[src/rtl/mul_lfsr_pkg.sv]
// Shared types and polynomial tables for the multi-polynomial LFSR chip generator.
// Degree and tap tables are indexed by the 3-bit order select.
package mul_lfsr_pkg;

    localparam int MAX_DEG = 10;

    typedef enum logic [1:0] {
        IDLE = 2'd0,
        RUN  = 2'd1,
        DONE = 2'd2
    } state_t;

    // Entry [i] is the degree / Fibonacci tap mask for order i.
    localparam logic [7:0][3:0] DEG_TAB = {
        4'd10, 4'd9, 4'd8, 4'd7, 4'd6, 4'd5, 4'd4, 4'd3
    };

    localparam logic [7:0][MAX_DEG-1:0] TAP_TAB = {
        10'h240, 10'h110, 10'h0B8, 10'h060, 10'h030, 10'h014, 10'h00C, 10'h006
    };

    // Low 'deg' bits set; also equals the period length 2^deg-1.
    function automatic logic [MAX_DEG-1:0] deg_mask(input logic [3:0] deg);
        logic [MAX_DEG:0] m;
        m = (11'd1 << deg) - 11'd1;
        return m[MAX_DEG-1:0];
    endfunction

endpackage

[src/rtl/lfsr_core.sv]
// Variable-degree (3..10) Fibonacci LFSR with per-period chip counter.
// Latency: shifts on the clock where step is high; out_bit/eop are combinational from state.
// Backpressure: none; advances only when step is asserted.
module lfsr_core
    import mul_lfsr_pkg::*;
(
    input  logic               clk,
    input  logic               srst,
    input  logic               load,
    input  logic               step,
    input  logic [3:0]         degree,
    input  logic [MAX_DEG-1:0] tap_mask,
    output logic               out_bit,
    output logic               eop
);

    logic [MAX_DEG-1:0] lfsr_q;
    logic [MAX_DEG-1:0] chip_cnt;
    logic [MAX_DEG-1:0] mask;
    logic               fb;

    assign mask    = deg_mask(degree);
    assign fb      = ^(lfsr_q & tap_mask);
    assign out_bit = lfsr_q[degree - 4'd1];
    // Last chip index of the period is 2^n-2, i.e. mask-1.
    assign eop     = (chip_cnt == (mask - 10'd1));

    always_ff @(posedge clk) begin
        if (srst || load) begin
            lfsr_q   <= '1;
            chip_cnt <= '0;
        end else if (step) begin
            lfsr_q   <= {lfsr_q[MAX_DEG-2:0], fb} & mask;
            chip_cnt <= eop ? '0 : chip_cnt + 10'd1;
        end
    end

`ifdef MUL_LFSR_ASSERT_EN
    a_lfsr_nonzero: assert property (@(posedge clk) disable iff (srst)
        (lfsr_q & mask) != '0);
`endif

endmodule

[src/rtl/multi_lfsr.sv]
// Multi-polynomial m-sequence chip generator: FSM, chip divider, period counter.
// Latency: first chip on sig_o two edges after en is sampled high in IDLE; each chip held D clocks.
// Backpressure: none; en low aborts. Optional checks under MUL_LFSR_ASSERT_EN.
module multi_lfsr
    import mul_lfsr_pkg::*;
(
    input  logic       clk,
    input  logic       srst,
    input  logic       en,
    input  logic [7:0] sel_div_i,
    input  logic [2:0] rep_i,
    input  logic [7:0] order_i,
    output logic       flag_o,
    output logic       sig_o
);

    state_t       state;
    logic [2:0]   order_q;
    logic [7:0]   div_q;
    logic [2:0]   rep_q;
    logic [7:0]   div_cnt;
    logic [2:0]   per_cnt;
    logic [7:0]   div_last;
    logic         chip_end;
    logic         finishing;
    logic         core_load;
    logic         core_step;
    logic         core_bit;
    logic         core_eop;

    assign div_last  = (div_q == 8'd0) ? 8'd0 : div_q - 8'd1;
    assign chip_end  = (div_cnt == div_last);
    // Clock after the terminal flag: park in DONE without emitting another chip.
    assign finishing = flag_o && (rep_q != 3'd0);
    assign core_load = (state == IDLE) && en;
    assign core_step = (state == RUN) && en && !finishing && chip_end;

    lfsr_core u_core (
        .clk      (clk),
        .srst     (srst),
        .load     (core_load),
        .step     (core_step),
        .degree   (DEG_TAB[order_q]),
        .tap_mask (TAP_TAB[order_q]),
        .out_bit  (core_bit),
        .eop      (core_eop)
    );

    always_ff @(posedge clk) begin
        if (srst) begin
            state   <= IDLE;
            sig_o   <= 1'b0;
            flag_o  <= 1'b0;
            order_q <= '0;
            div_q   <= '0;
            rep_q   <= '0;
            div_cnt <= '0;
            per_cnt <= '0;
        end else begin
            sig_o  <= 1'b0;
            flag_o <= 1'b0;
            case (state)
                IDLE: begin
                    if (en) begin
                        order_q <= order_i[2:0];
                        div_q   <= sel_div_i;
                        rep_q   <= rep_i;
                        div_cnt <= '0;
                        per_cnt <= '0;
                        state   <= RUN;
                    end
                end
                RUN: begin
                    if (!en) begin
                        state <= IDLE;
                    end else if (finishing) begin
                        state <= DONE;
                    end else begin
                        sig_o <= core_bit;
                        if (chip_end) begin
                            div_cnt <= '0;
                            if (core_eop) begin
                                if (rep_q == 3'd0) begin
                                    flag_o <= 1'b1;
                                end else begin
                                    per_cnt <= per_cnt + 3'd1;
                                    if ((per_cnt + 3'd1) == rep_q)
                                        flag_o <= 1'b1;
                                end
                            end
                        end else begin
                            div_cnt <= div_cnt + 8'd1;
                        end
                    end
                end
                DONE: begin
                    if (!en)
                        state <= IDLE;
                end
                default: state <= IDLE;
            endcase
        end
    end

`ifdef MUL_LFSR_ASSERT_EN
    a_flag_single: assert property (@(posedge clk) disable iff (srst)
        flag_o |=> !flag_o);
    a_sig_idle: assert property (@(posedge clk)
        (state != RUN) |-> !sig_o);
    a_per_bound: assert property (@(posedge clk) disable iff (srst)
        (rep_q != 3'd0) |-> (per_cnt <= rep_q));
`endif

endmodule

[config.mk]
export PLATFORM = sky130hd
export DESIGN_NAME = multi_lfsr
export DESIGN_NICKNAME = d
export VERILOG_FILES = /design/src/rtl/mul_lfsr_pkg.sv /design/src/rtl/lfsr_core.sv /design/src/rtl/multi_lfsr.sv
export SDC_FILE = /design/constraint.sdc
export NUM_CORES = 1
export LEC_CHECK = 0
export ABC_AREA = 1
export CAP_MARGIN = 20
export CORE_MARGIN = 3
export CORE_UTILIZATION = 35
export DETAILED_ROUTE_END_ITERATION = 8
export SLEW_MARGIN = 10
export SYNTH_ARGS = -nofsm -noshare
export SYNTH_HDL_FRONTEND = slang
export SYNTH_SLANG_ARGS = --single-unit
export TNS_END_PERCENT = 50
[constraint.sdc]
create_clock -name clk -period 5.6 [get_ports clk]
set_clock_uncertainty 0.15 [all_clocks]
set_input_delay 1.12 -clock clk [delete_from_list [all_inputs] [get_ports clk]]
set_output_delay 1.12 -clock clk [all_outputs]
set_load 0.02 [all_outputs]
* Yosys cells after proc, flatten, opt, wreduce, memory -nomap -nowiden
Memories as Yosys holds them, arrays and structs flattened. A register that Yosys moved wholly into a read port is not among the register bits. Index checks and enable logic that the tools add are counted.
Word-level totals: latch bits 0, bits in registers 49, memory bits (writable) 0, output and inout bits 2, input port bits 22, memories kept 2, word-level logic and storage cells 89, ROM bits 112
Memories:
- (name not given) | depth 8, width 10, read ports 1, clocked after Yosys merged registers in 1, write ports 0, line multi_lfsr.sv:44 | .tap_mask (TAP_TAB[order_q]),
- (name not given) | depth 8, width 4, read ports 1, clocked after Yosys merged registers in 1, write ports 0, line multi_lfsr.sv:43 | .degree (DEG_TAB[order_q]),
Operators by class: add/subtract/negate cells 7, multipliers 0, divide/modulo/power cells 0, shifts and indexed selects 1, reductions and logical operators 19, muxes and demuxes 29, bitwise gates (word level) 6, order comparisons 2, eq/ne operators 13
Operators by type and width (count):
- 8-bit two-way mux | 5
- 3-bit two-way mux | 10
- 10-bit bitwise AND | 2
- 10-bit two-way mux | 2
- 10-bit by 1-bit subtractor with 10-bit output, second input constant | 2
- 8-bit case mux with 2 select lines | 1
- 2-bit inequality test, second input constant | 6
- 10-bit by 1-bit adder with 10-bit output, second input constant | 1
- 10-bit == test | 1
- 10-bit XOR reduction | 1
- 1-bit by 4-bit left shift with 10-bit output, first input constant | 1
- 8-bit by 1-bit adder with 8-bit output, second input constant | 1
- 8-bit == test | 1
- 8-bit logical NOT | 1
- 2-bit two-way mux | 4
- 8-bit by 1-bit subtractor with 8-bit output, second input constant | 1
- 7-bit AND reduction | 1
- 2-bit case mux with 3 select lines | 1
- 3-bit case mux with 2 select lines | 1
- 6-bit OR reduction | 1
- 1-bit logical AND | 5
- 4-bit by 5-bit < comparator with 1-bit output, second input constant | 1
- 1-bit binary-select mux with 4-bit select | 1
- 3-bit by 4-bit < comparator with 1-bit output, second input constant | 1
- other kinds (20) | 25

* Logic depth before layout (Yosys ltp)
depth after elaboration 11, mapped depth 22, mapped depth without buffers 21

* Cells and area by module
From an unflattened synthesis, not the netlist that was laid out.
Second synthesis, totals: cell total of the unflattened synthesis 573, area total of the unflattened synthesis 3987.6 um2
By module, submodules not included:
- multi_lfsr | cells an instance 287, times used 1, area each 2164.6 um2, sequential area each 840.8 um2
- lfsr_core | cells an instance 286, times used 1, area each 1823.0 um2, sequential area each 400.4 um2

* Worst setup path after synthesis
No wires, ideal clock.
path kind reg2reg, start point register, netlist name u_core.degree[0], end point register u_core.chip_cnt[6], buffers on the path 2, data arrival time 2688 ps, required time 5329 ps, clock period less this slack 2959 ps, setup time 121 ps, cell stages (with the launch flop) 19, path slack 2641 ps, path through dfxtp_1 > clkbuf_1 > inv_1 > ha_1 > nand2_2 > ha_1 > clkbuf_1 > nand3b_1 > nand2_1 > nor2_1 > nand2_1 > nand3_1 > nand2_1 > nor2_1 > nand3_1 > nor2_1 > nand2_1 > o21ai_4 > nor2_1
RTL lines:
- to (signal assigned) | line lfsr_core.sv:34 | chip_cnt <= eop ? '0 : chip_cnt + 10'd1;
- to (decl) | line lfsr_core.sv:18 | logic [MAX_DEG-1:0] chip_cnt;

* Worst setup path after layout
start point input port en, end point register u_core.chip_cnt[8]
Between the ends: cells in the longest elaborated chain, start to end 3, elaborated cells between the ends (all ways) 5, classes of those cells 5 x reduce/logical
Ends and longest elaborated chain:
- from (decl) | line multi_lfsr.sv:9 | input logic en,
- 1-bit logical AND (3 in series) | line multi_lfsr.sv:36 | assign core_step = (state == RUN) && en && !finishing && chip_end;
Parallel ways exist; a longest one is shown, timed or not. A chain may end at the register's enable or synchronous reset.

==> results.sh <==
export IMPL_outcome="finished clean"
export IMPL_crit_chain="clkdlybuf4s50_1 -> inv_1 -> nor3_1 -> nand3_1 -> nor3_1 -> nand3_1 -> nand2_1 -> a21oi_1"
export IMPL_port_buffers=18
export IMPL_startpoint_type="input pin"
export IMPL_wl_met3_um=337
export IMPL_cts_inserted_buffers=9
export IMPL_yosysSeqAreaShare=0.321
export IMPL_grt_max_degree=21
export IMPL_max_slew_margin=0.468
export IMPL_routed_wl_mm=9.19
export IMPL_internal_power_w=0.000774
export IMPL_p_comb_frac=0.264
export IMPL_fin_crit_sh=0.645
export IMPL_min_to="u_core.lfsr_q[0]$_SDFFE_PP1P_"
export IMPL_cts_buffer_depth=2
export IMPL_drc=0
export IMPL_antenna_cells=0
export IMPL_antenna_left=0
export IMPL_coreArea_mm2=0.0105
export IMPL_p_per_area_mw_per_mm2=266
export IMPL_cts_tree="built"
export IMPL_p_leak_nw=1.98
export IMPL_crit_family="simple AND/OR/NAND/NOR gates"
export IMPL_syn_nets=617
export IMPL_clkPwrFrac=0.330
export IMPL_top_layer_used="met4"
export IMPL_seqCellArea_mm2=0.00124
export IMPL_slew_violations=0
export IMPL_firstDrtPassIters=4
export IMPL_htree_levels=3
export IMPL_via_per_inst=4.88
export IMPL_die_area_mm2=0.0123
export IMPL_worst_hold_path_num_cells=2
export IMPL_crit_required_ns=5.68
export IMPL_slowest_stage="nand3_1"
export IMPL_cp_max_fo=20
export IMPL_cts_resized=0
export IMPL_initialDrtViolationCount=214
export IMPL_start_util=0.368
export IMPL_cts_sinks=62
export IMPL_cts_setup_buffers=0
export IMPL_cp_data_arrival_time_ns=3.69
export IMPL_grt_overflow=0
export IMPL_post_route_util=0.416
export IMPL_ctsHoldBuffers=0
export IMPL_drive_gt1_frac=0.0764
export IMPL_p_sw_frac=0.336
export IMPL_clk_latency_ns=0.34
export IMPL_tightest_slew_ns=0.796
export IMPL_wl_met2_mm=4.10
export IMPL_wl_per_cell_um=12.5
export IMPL_grt_pass1_wl_mm=15.6
export IMPL_synthCells=577
export IMPL_synth_most_common_cell="nand2_1"
export IMPL_io_pins=24
export IMPL_synth_enable_flop_cells=0
export IMPL_synth_avg_cell_area_um2=6.70
export IMPL_nFillCells=1091
export IMPL_reg2reg_slack_ns=2.23
export IMPL_rows=37
export IMPL_area_delta_synth_final_pct=13.1
export IMPL_netlist_top_cells_count="nand2_1, inv_1, dfxtp_1"
export IMPL_multi_input_area_mm2=0.00227
export IMPL_grt_usage=0.153
export IMPL_critPathCaptureType="register"
export IMPL_gp_congestion=0.865
export IMPL_final_hold_viol_count=0
export IMPL_cp_buffers_inverters=2
export IMPL_place_hpwl_mm=7.17
export IMPL_reg2reg_depth=18
export IMPL_timing_setup_tns_ns=0
export IMPL_synth_ff_type="dfxtp_1"
export IMPL_synth_area_mm2=0.00386
export IMPL_worstReg2RegStart="u_core.degree[0]$_DFF_P_"
export IMPL_antenna_found_initial=0
export IMPL_rsz0062_at_grt="no"
export IMPL_yosysWarnings=0
export IMPL_clkTransAtPathRegs_ns=0.08
export IMPL_synth_cell_type_count=34
export IMPL_nets=637
export IMPL_regToRegEndpoint="per_cnt[1]$_SDFFE_PP0P_"
export IMPL_min_period_ns=3.61
export IMPL_worstSetupPathType="in -> reg"
export IMPL_synth_area_top_cells="dfxtp_1, nand2_1, nand3_1, inv_1, ha_1"
export IMPL_vias=3601
export IMPL_async_reset_ff_frac=0
export IMPL_die_h_um=111
export IMPL_finalSetupViolCount=0
export IMPL_slowest_delay_ns=0.66
export IMPL_wl_met1_mm=4.61
export IMPL_seq_power_share=0.406
export IMPL_root_buffer="clkbuf_8"
export IMPL_min_from="u_core.lfsr_q[0]$_SDFFE_PP1P_"
export IMPL_p_switching_w=0.000391
export IMPL_grt_pass1_vias=3392
export IMPL_ys_seq_elements=62
export IMPL_worst_ir_drop_vdd_mv=0.146
export IMPL_die_w_um=111
export IMPL_synth_area_leader_cell="dfxtp_1"
export IMPL_maxCapViolCount=0
export IMPL_hold_class="reg -> reg"
export IMPL_yosysTopAreaCellShare=0.321
export IMPL_max_freq_ghz=0.277
[sequential cells by signal, summed over array words and instances (netlist names)]
name	count
u_core.chip_cnt	10
u_core.lfsr_q	10
u_core.tap_mask	9
div_cnt	8
div_q	8
u_core.degree	4
order_q	3
per_cnt	3
rep_q	3
state	2
flag_o	1
sig_o	1
[how the worst max path moves through the flow]
stage,depth (start not counted),slack (ns),startpoint,to
final,8,1.99,en,u_core.chip_cnt[8]$_SDFFE_PP0P_
after global routing,9,1.70,en,u_core.chip_cnt[6]$_SDFFE_PP0P_
after CTS,7,1.96,en,u_core.chip_cnt[8]$_SDFFE_PP0P_
after detailed placement,8,1.60,en,u_core.chip_cnt[8]$_SDFFE_PP0P_
after global placement,8,1.66,en,u_core.chip_cnt[8]$_SDFFE_PP0P_
after floorplan,18,2.64,u_core.degree[0]$_DFF_P_,u_core.chip_cnt[6]$_SDFFE_PP0P_
[placed cells by master, fill, tap and decap left out, types with 9 or more instances in the layout]
master             n
dfxtp_1           62
nor3_1            13
clkdlybuf4s50_1   18
xor2_1            18
nand4_1            9
o21ai_0           31
xnor2_1           10
clkbuf_8           9
a21oi_1           30
nor2_1            52
inv_1             74
nand3_1           56
ha_1              18
nand2_1          140
[worst min-delay path, stage by stage, from the launching register on]
cell and delay (ns):
dfxtp_1 0.33, a21oi_1 0.06, o31ai_1 0.05
[power groups by stage]
stage	Sequential [W]	Clock (W)	Combinational, W
after floorplan	0.000476	0	0.000242
final	0.000472	0.000384	0.000308
after global routing	0.000474	0.000415	0.000354
after CTS	0.000472	0.000395	0.000308
after global placement	0.000482	0	0.000302
after detailed placement	0.000482	0	0.000307
[area by class of cell]
| type | instances | area share |
|---|---|---|
| Multi-Input combinational cell | 424 | 0.520 |
| Clock buffer | 10 | 0.0292 |
| Clock inverter | 6 | 0.0143 |
| Inverter | 80 | 0.0693 |
| Timing Repair Buffer | 20 | 0.0446 |
| Tap cell | 136 | 0.0389 |
| Sequential cell | 62 | 0.284 |
[through the flow]
stage / cell area, um^2 / instances / hold slack, ns / total power, W / setup slack [ns]
floorplan: 3860 / 577 / 0.293 / 0.000718 / 2.64
global placement: 4180 / 722 / 0.306 / 0.000784 / 1.66
detailed placement: 4180 / 722 / 0.317 / 0.000789 / 1.60
CTS: 4370 / 738 / 0.334 / 0.00118 / 1.96
global route: 4370 / 738 / 0.358 / 0.00124 / 1.70
finish: 4370 / 738 / 0.329 / 0.00116 / 1.99
[metal layers]
metal	track usage	up-vias
met5	0	-
met3	0.0409	10
met4	0.0568	0
met2	0.237	43
li1	-	1911
met1	0.204	1637
[kinds of logic after synthesis]
| logic type | synth area share |
|---|---|
| fa+ha+maj | 0.0583 |
| flops | 0.321 |
| simple gates | 0.339 |
| compound gates | 0.127 |
| xor+xnor | 0.0634 |
| buf+inv | 0.0910 |
No activity file was read; power rests on OpenSTA's default activity.
